===== src/rtl/hex_pkg.sv =====
// ---------------------------------------------------------------------------
// hex_pkg
//   Shared constants and types for the hex display / console blocks.
//
//   Contents:
//     ASCII_*      byte values used when rendering hex digits and line endings
//     hex_state_e  2-bit state encoding of the hex character serializer
//     cnt_width()  width of a digit counter that must hold 0 .. digits-1
// ---------------------------------------------------------------------------
package hex_pkg;

    localparam logic [7:0] ASCII_CR   = 8'h0D;
    localparam logic [7:0] ASCII_LF   = 8'h0A;
    localparam logic [7:0] ASCII_0    = 8'h30;
    localparam logic [7:0] ASCII_A_UC = 8'h41;
    localparam logic [7:0] ASCII_A_LC = 8'h61;

    // IDLE  : waiting for a word
    // DIGIT : offering hex digits, MSB nibble first
    // CR/LF : offering the line terminator bytes
    typedef enum logic [1:0] {
        ST_IDLE  = 2'd0,
        ST_DIGIT = 2'd1,
        ST_CR    = 2'd2,
        ST_LF    = 2'd3
    } hex_state_e;

    // A single-digit record still needs a 1-bit counter; $clog2(1) is 0.
    function automatic int cnt_width(input int digits);
        return (digits > 1) ? $clog2(digits) : 1;
    endfunction

endpackage


===== src/rtl/nibble_to_ascii.sv =====
// ---------------------------------------------------------------------------
// nibble_to_ascii
//   Combinational conversion of one 4-bit value to its ASCII hex digit.
//   The mapping is total: every nibble 0-F has a printable character.
//
//   Parameters:
//     UPPERCASE  1: 10-15 -> 'A'-'F' (8'h41-46); 0: 'a'-'f' (8'h61-66)
//
//   Ports:
//     nibble  in  4  value to convert
//     ascii   out 8  ASCII character for nibble
// ---------------------------------------------------------------------------
module nibble_to_ascii
    import hex_pkg::*;
#(
    parameter bit UPPERCASE = 1'b1
) (
    input  logic [3:0] nibble,
    output logic [7:0] ascii
);

    localparam logic [7:0] ALPHA_BASE = UPPERCASE ? ASCII_A_UC : ASCII_A_LC;

    always_comb begin
        ascii = ASCII_0;
        if (nibble < 4'd10) begin
            ascii = ASCII_0 + {4'h0, nibble};
        end else begin
            // Offset from the letter base so 10 lands on 'A' / 'a'.
            ascii = ALPHA_BASE + {4'h0, nibble} - 8'd10;
        end
    end

endmodule


===== src/rtl/hex_char_serializer.sv =====
// ---------------------------------------------------------------------------
// hex_char_serializer
//   Converts an N-bit word into a stream of ASCII hex digits, one byte per
//   output handshake, most significant nibble first, optionally followed by
//   CR LF. Intended to sit between a status/trace word source and a UART TX
//   byte FIFO.
//
//   Handshakes (both sides): a transfer happens on a rising clk edge where
//   valid && ready are both high. A source holding valid must keep its data
//   stable until the transfer. This block never makes a ready depend
//   combinationally on the matching valid, and once out_valid is raised,
//   out_char / out_last / out_valid hold until out_ready is seen.
//
//   Parameters:
//     N               word width, multiple of 4, >= 4
//     APPEND_NEWLINE  1: follow the digits with 8'h0D 8'h0A
//     UPPERCASE       1: A-F uppercase, 0: lowercase
//
//   Ports:
//     clk        in   1  rising-edge clock
//     rst_n      in   1  asynchronous active-low reset
//     in_valid   in   1  in_data holds a word to convert
//     in_ready   out  1  idle, can accept a word
//     in_data    in   N  word to convert
//     out_valid  out  1  out_char holds a valid byte
//     out_ready  in   1  downstream takes out_char this cycle
//     out_char   out  8  ASCII byte offered
//     out_last   out  1  out_char is the final byte of the record
//     busy       out  1  a word is captured and not fully emitted
//     dbg_state  out  2  current FSM state (hex_state_e encoding)
// ---------------------------------------------------------------------------
module hex_char_serializer
    import hex_pkg::*;
#(
    parameter int N              = 32,
    parameter bit APPEND_NEWLINE = 1'b1,
    parameter bit UPPERCASE      = 1'b1
) (
    input  logic         clk,
    input  logic         rst_n,
    input  logic         in_valid,
    output logic         in_ready,
    input  logic [N-1:0] in_data,
    output logic         out_valid,
    input  logic         out_ready,
    output logic [7:0]   out_char,
    output logic         out_last,
    output logic         busy,
    output logic [1:0]   dbg_state
);

    localparam int              DIGITS   = N / 4;
    localparam int              CW       = cnt_width(DIGITS);
    localparam logic [CW-1:0]   CNT_LOAD = CW'(DIGITS - 1);

    // Reject illegal widths at elaboration rather than emitting garbage.
    if ((N % 4) != 0 || N < 4) begin : g_bad_width
        $error("hex_char_serializer: N must be a multiple of 4 and >= 4");
    end

    hex_state_e     state_q;
    hex_state_e     state_d;
    logic [N-1:0]   shreg_q;
    logic [CW-1:0]  cnt_q;
    logic [7:0]     digit_char;
    logic           last_digit;
    logic           accept;
    logic           advance;

    // The digit shown is always the top nibble of the captured word, so the
    // output path starts at registers only.
    nibble_to_ascii #(
        .UPPERCASE (UPPERCASE)
    ) u_nibble_to_ascii (
        .nibble (shreg_q[N-1 -: 4]),
        .ascii  (digit_char)
    );

    assign last_digit = (cnt_q == '0);
    assign accept     = in_valid && (state_q == ST_IDLE);
    // Shift only on a digit handshake that is not the final digit; after the
    // final digit the counter stays at zero, so it never wraps.
    assign advance    = (state_q == ST_DIGIT) && out_ready && !last_digit;

    // -----------------------------------------------------------------------
    // State register
    // -----------------------------------------------------------------------
    always_ff @(posedge clk or negedge rst_n) begin
        if (!rst_n) begin
            state_q <= ST_IDLE;
        end else begin
            state_q <= state_d;
        end
    end

    // -----------------------------------------------------------------------
    // Next-state logic
    // -----------------------------------------------------------------------
    always_comb begin
        state_d = state_q;
        case (state_q)
            ST_IDLE: begin
                if (in_valid) begin
                    state_d = ST_DIGIT;
                end
            end
            ST_DIGIT: begin
                if (out_ready && last_digit) begin
                    state_d = APPEND_NEWLINE ? ST_CR : ST_IDLE;
                end
            end
            ST_CR: begin
                if (out_ready) begin
                    state_d = ST_LF;
                end
            end
            ST_LF: begin
                if (out_ready) begin
                    state_d = ST_IDLE;
                end
            end
            default: begin
                state_d = ST_IDLE;
            end
        endcase
    end

    // -----------------------------------------------------------------------
    // Output decode (registered state only)
    // -----------------------------------------------------------------------
    always_comb begin
        out_valid = 1'b0;
        out_char  = 8'h00;
        out_last  = 1'b0;
        case (state_q)
            ST_IDLE: begin
                out_valid = 1'b0;
            end
            ST_DIGIT: begin
                out_valid = 1'b1;
                out_char  = digit_char;
                out_last  = last_digit && (APPEND_NEWLINE == 1'b0);
            end
            ST_CR: begin
                out_valid = 1'b1;
                out_char  = ASCII_CR;
            end
            ST_LF: begin
                out_valid = 1'b1;
                out_char  = ASCII_LF;
                out_last  = 1'b1;
            end
            default: begin
                out_valid = 1'b0;
            end
        endcase
    end

    assign in_ready  = (state_q == ST_IDLE);
    assign busy      = (state_q != ST_IDLE);
    assign dbg_state = state_q;

    // -----------------------------------------------------------------------
    // Shift register and digit counter
    // -----------------------------------------------------------------------
    always_ff @(posedge clk or negedge rst_n) begin
        if (!rst_n) begin
            shreg_q <= '0;
            cnt_q   <= '0;
        end else if (accept) begin
            shreg_q <= in_data;
            cnt_q   <= CNT_LOAD;
        end else if (advance) begin
            shreg_q <= shreg_q << 4;
            cnt_q   <= cnt_q - CW'(1);
        end
    end

endmodule


===== config.mk =====
export PLATFORM = sky130hd
export DESIGN_NAME = hex_char_serializer
export DESIGN_NICKNAME = d
export VERILOG_FILES = /design/src/rtl/hex_pkg.sv /design/src/rtl/nibble_to_ascii.sv /design/src/rtl/hex_char_serializer.sv
export SDC_FILE = /design/constraint.sdc
export NUM_CORES = 1
export LEC_CHECK = 0
export ABC_AREA = 0
export BUFFER_PORTS_ARGS = -buffer_cell sky130_fd_sc_hd__buf_4
export CELL_PAD_IN_SITES_DETAIL_PLACEMENT = 1
export CELL_PAD_IN_SITES_GLOBAL_PLACEMENT = 1
export CORE_UTILIZATION = 44
export DETAILED_ROUTE_END_ITERATION = 10
export GPL_ROUTABILITY_DRIVEN = 0
export PLACE_DENSITY_LB_ADDON = 0.1
export SLEW_MARGIN = 20
export SYNTH_ARGS = -nofsm -noshare
export SYNTH_HDL_FRONTEND = slang
export SYNTH_SLANG_ARGS = --single-unit

===== constraint.sdc =====
create_clock -name clk -period 3.3 [get_ports clk]
set_input_delay 0.66 -clock clk [delete_from_list [all_inputs] [get_ports clk]]
set_output_delay 0.66 -clock clk [all_outputs]
set_load 0.03 [all_outputs]

==> impl_metrics.csv <==
group,metric,value,unit
finish,drive_above_1_share,0.288,
yosys,yosys-top-cells-area,"dfrtp_1 (48%), a221o_1 (15%), and3_1 (9.1%), ha_1 (5.2%), buf_6 (3.5%)",
outcome,status,"finished, final reports clean",
yosys,netlist_instances,171,
floorplanning,ios,50,
clock_tree,clock_sinks,37,
sta,min_period,2.42,ns
clock_tree,cts_buffers,5,
power_and_ir_drop,cell_internal_pwr,1460,uW
drt,drt_pass1_iterations,4,
setup_path,cp_cell_sequence,"inv_1, ha_1, nor4bb_1, nor3_1, nor2_1, buf_4",
finish,final_cell_mix,"buf_4 (51), dfrtp_1 (37), and3_1 (28), a221o_1 (28)",
yosys,synth_fp_nets,215,
yosys,ys_warn_count,0,
floorplanning,die_w,68.2,um
finish,area_growth,24.3,%
sta,fin_crit_sh,0.734,
floorplanning,core,4120,um^2
setup_path,slowest_stage,"dfrtp_1",
clock_tree,postCtsSetupRepairBufs,0,
place,place_area,2260,um^2
drt,wl_per_cell,19.0,um
global_routing,grt_overflow_total,0,
power_and_ir_drop,p_sw_frac,0.397,
setup_path,critical_path.endpoint_type,"primary output",
floorplanning,start_util,0.469,
clock_tree,htree_levels,2,
finish,final_area,2400,um^2
sta,timing.fmax,413,MHz
clock_tree,cts_root_buffer,"clkbuf_8",
power_and_ir_drop,p_seq_frac,0.334,
global_routing,grt_pass1_vias,1675,
drt,via_per_inst,5.94,
sta,rsz0062_at_grt,"false",
setup_path,cp.required,2.64,ns
yosys,postSynthAreaPerCell,11.3,um^2
setup_path,cp_max_fo,8,
setup_path,max_stage_delay,0.45,ns
drt,drtIter0Drc,53,
yosys,ys_seq_area_frac,0.480,
yosys,ys_seq_elements,37,
power_and_ir_drop,p_leak,0.00124,uW
place,place_hpwl,3.46,mm
floorplanning,row_count,23,
sta,fin_setup_tns,0,ns
yosys,syn_area,1930,um^2
setup_path,crit_arrival,1.76,ns
drt,num_vias,1575,
clock_tree,cts_resized,0,
setup_path,cp-start-kind,"flop",
finish,antenna_cells,0,
power_and_ir_drop,power_density,1010,nW/um^2
global_routing,grt_max_degree,38,
drt,ant_nets,0,
clock_tree,cts_hold_repair.buffers,0,
setup_path,path_class,"flop to primary output",
drt,wirelength,5.03,mm
yosys,synth_top_area_cell,"dfrtp_1",
floorplanning,dieArea,4650,um^2
power_and_ir_drop,vdd_drop_max,0.419,mV
yosys,synth.distinct_cells,35,
sta,finalMaxSlewViolations,0,
sta,hold_viol,0,
worst_hold_path,hp-class,"input pin to async pin",
power_and_ir_drop,power,2420,uW
finish,final_common_cell,"buf_4",
place,io_buffers,48,
clock_tree,cts.path.max_buffers,2,
power_and_ir_drop,power.share.clock,0.194,
flow_run,drv_cap,0,
power_and_ir_drop,power.net_switching,962,uW
sta,setup_slack,0.879,ns
sta,finalClockSkew,0.00940,ns
global_routing,antenna_found_initial,0,
power_and_ir_drop,power_frac_comb,0.472,
yosys,yosys.area.top_type_share,0.480,
finish,fin_nets,258,
drt,drc_errors,0,
global_routing,grt_pass1_wl,8.06,mm
clock_tree,cts.clk_slew.worst_paths,0.08,ns
clock_tree,cts_tree,"built",
global_routing,track_usage,0.238,
place,dp_slack,1.15,ns
floorplanning,die-height,68.2,um
clock_tree,clock_latency,0.29,ns
sta,setup_viol,0,
-- routing by layer --
layer | GRT usage | share of wire
met1 | 0.290 | 0.44
met2 | 0.406 | 0.50
met3 | 0.0517 | 0.036
met4 | 0.0964 | 0.015
met5 | 0 | 0
-- synth_stat cells --
cell,count
dfrtp_1,37
a221o_1,28
and3_1,28
ha_1,8
inv_1,8
buf_6,6
clkbuf_1,6
nand2_1,6
o21ai_0,5
a22o_1,4
nor3_1,4
nand3_1,3
nor2_1,3
and2_1,2
buf_4,2
nor3b_1,2
a211o_1,1
a21o_1,1
a21oi_1,1
a21oi_2,1
a22oi_1,1
a31oi_1,1
and2b_2,1
and4b_1,1
buf_2,1
conb_1,1
mux2_1,1
mux2i_1,1
nand2b_1,1
nor2b_1,1
nor3_4,1
nor4bb_1,1
o221ai_1,1
or2b_1,1
xnor2_1,1
-- power groups by stage --
stage | clock [uW] | sequential [uW] | combinational [uW]
detailed placement | 0 | 818 | 1150
finish | 469 | 808 | 1140
floorplan | 0 | 786 | 847
global route | 493 | 835 | 1260
CTS | 474 | 809 | 1160
global placement | 0 | 801 | 1090
-- state kept, by name, indices dropped and copies added (netlist names) --
| register | flops |
|---|---|
| shreg_q | 32 |
| cnt_q | 3 |
| dbg_state | 2 |
-- worst paths after layout --
path                               from     endpoint  slack, ns  cells past startpoint
hold / removal                    rst_n  shreg_q[10]       0.32                      1
setup / recovery           dbg_state[1]  out_char[3]       0.88                      6
max in group asynchronous         rst_n  shreg_q[19]       2.64                      1
hold reg to reg              shreg_q[1]   shreg_q[1]       0.51                      1
setup reg to reg           dbg_state[0]  shreg_q[21]       1.25                      6
min in group clk             shreg_q[1]   shreg_q[1]       0.51                      1
-- kinds of logic after synthesis --
kind of cell / after synthesis / share of synthesized area
compound gates: 44 / 0.204
xor+xnor: 1 / 0.00454
fa+ha+maj: 8 / 0.0519
buf+inv: 23 / 0.0726
flops: 37 / 0.480
mux: 2 / 0.0110
other cells: 1 / 0.00194
simple gates: 55 / 0.174
-- final cells by class --
type / instances / area, um^2
tap: 50 / 62.6
inverter: 8 / 30.0
clock buffer: 5 / 68.8
timing repair buffer: 51 / 383
clock inverter: 3 / 65.1
fill: 455 / 1720
sequential: 37 / 926
multi-input combinational: 111 / 863
-- worst max-delay path, delay by kind of cell (launching register included) --
| family | cells | cell delay [ns] |
|---|---|---|
| DFF | 1 | 0.45 |
| buffers and inverters | 2 | 0.29 |
| adders and majority gates | 1 | 0.30 |
| and+or+nand+nor | 3 | 0.43 |
-- stage by stage --
stage | cells | hold slack [ns] | utilization
after floorplan | 171 | 0.364 | -
after global placement | 257 | 0.484 | 0.550
after detailed placement | 257 | 0.491 | 0.550
after CTS | 265 | 0.335 | 0.583
after global routing | 265 | 0.350 | 0.583
final | 265 | 0.317 | 0.583
Power figures use the tool's default switching activity.
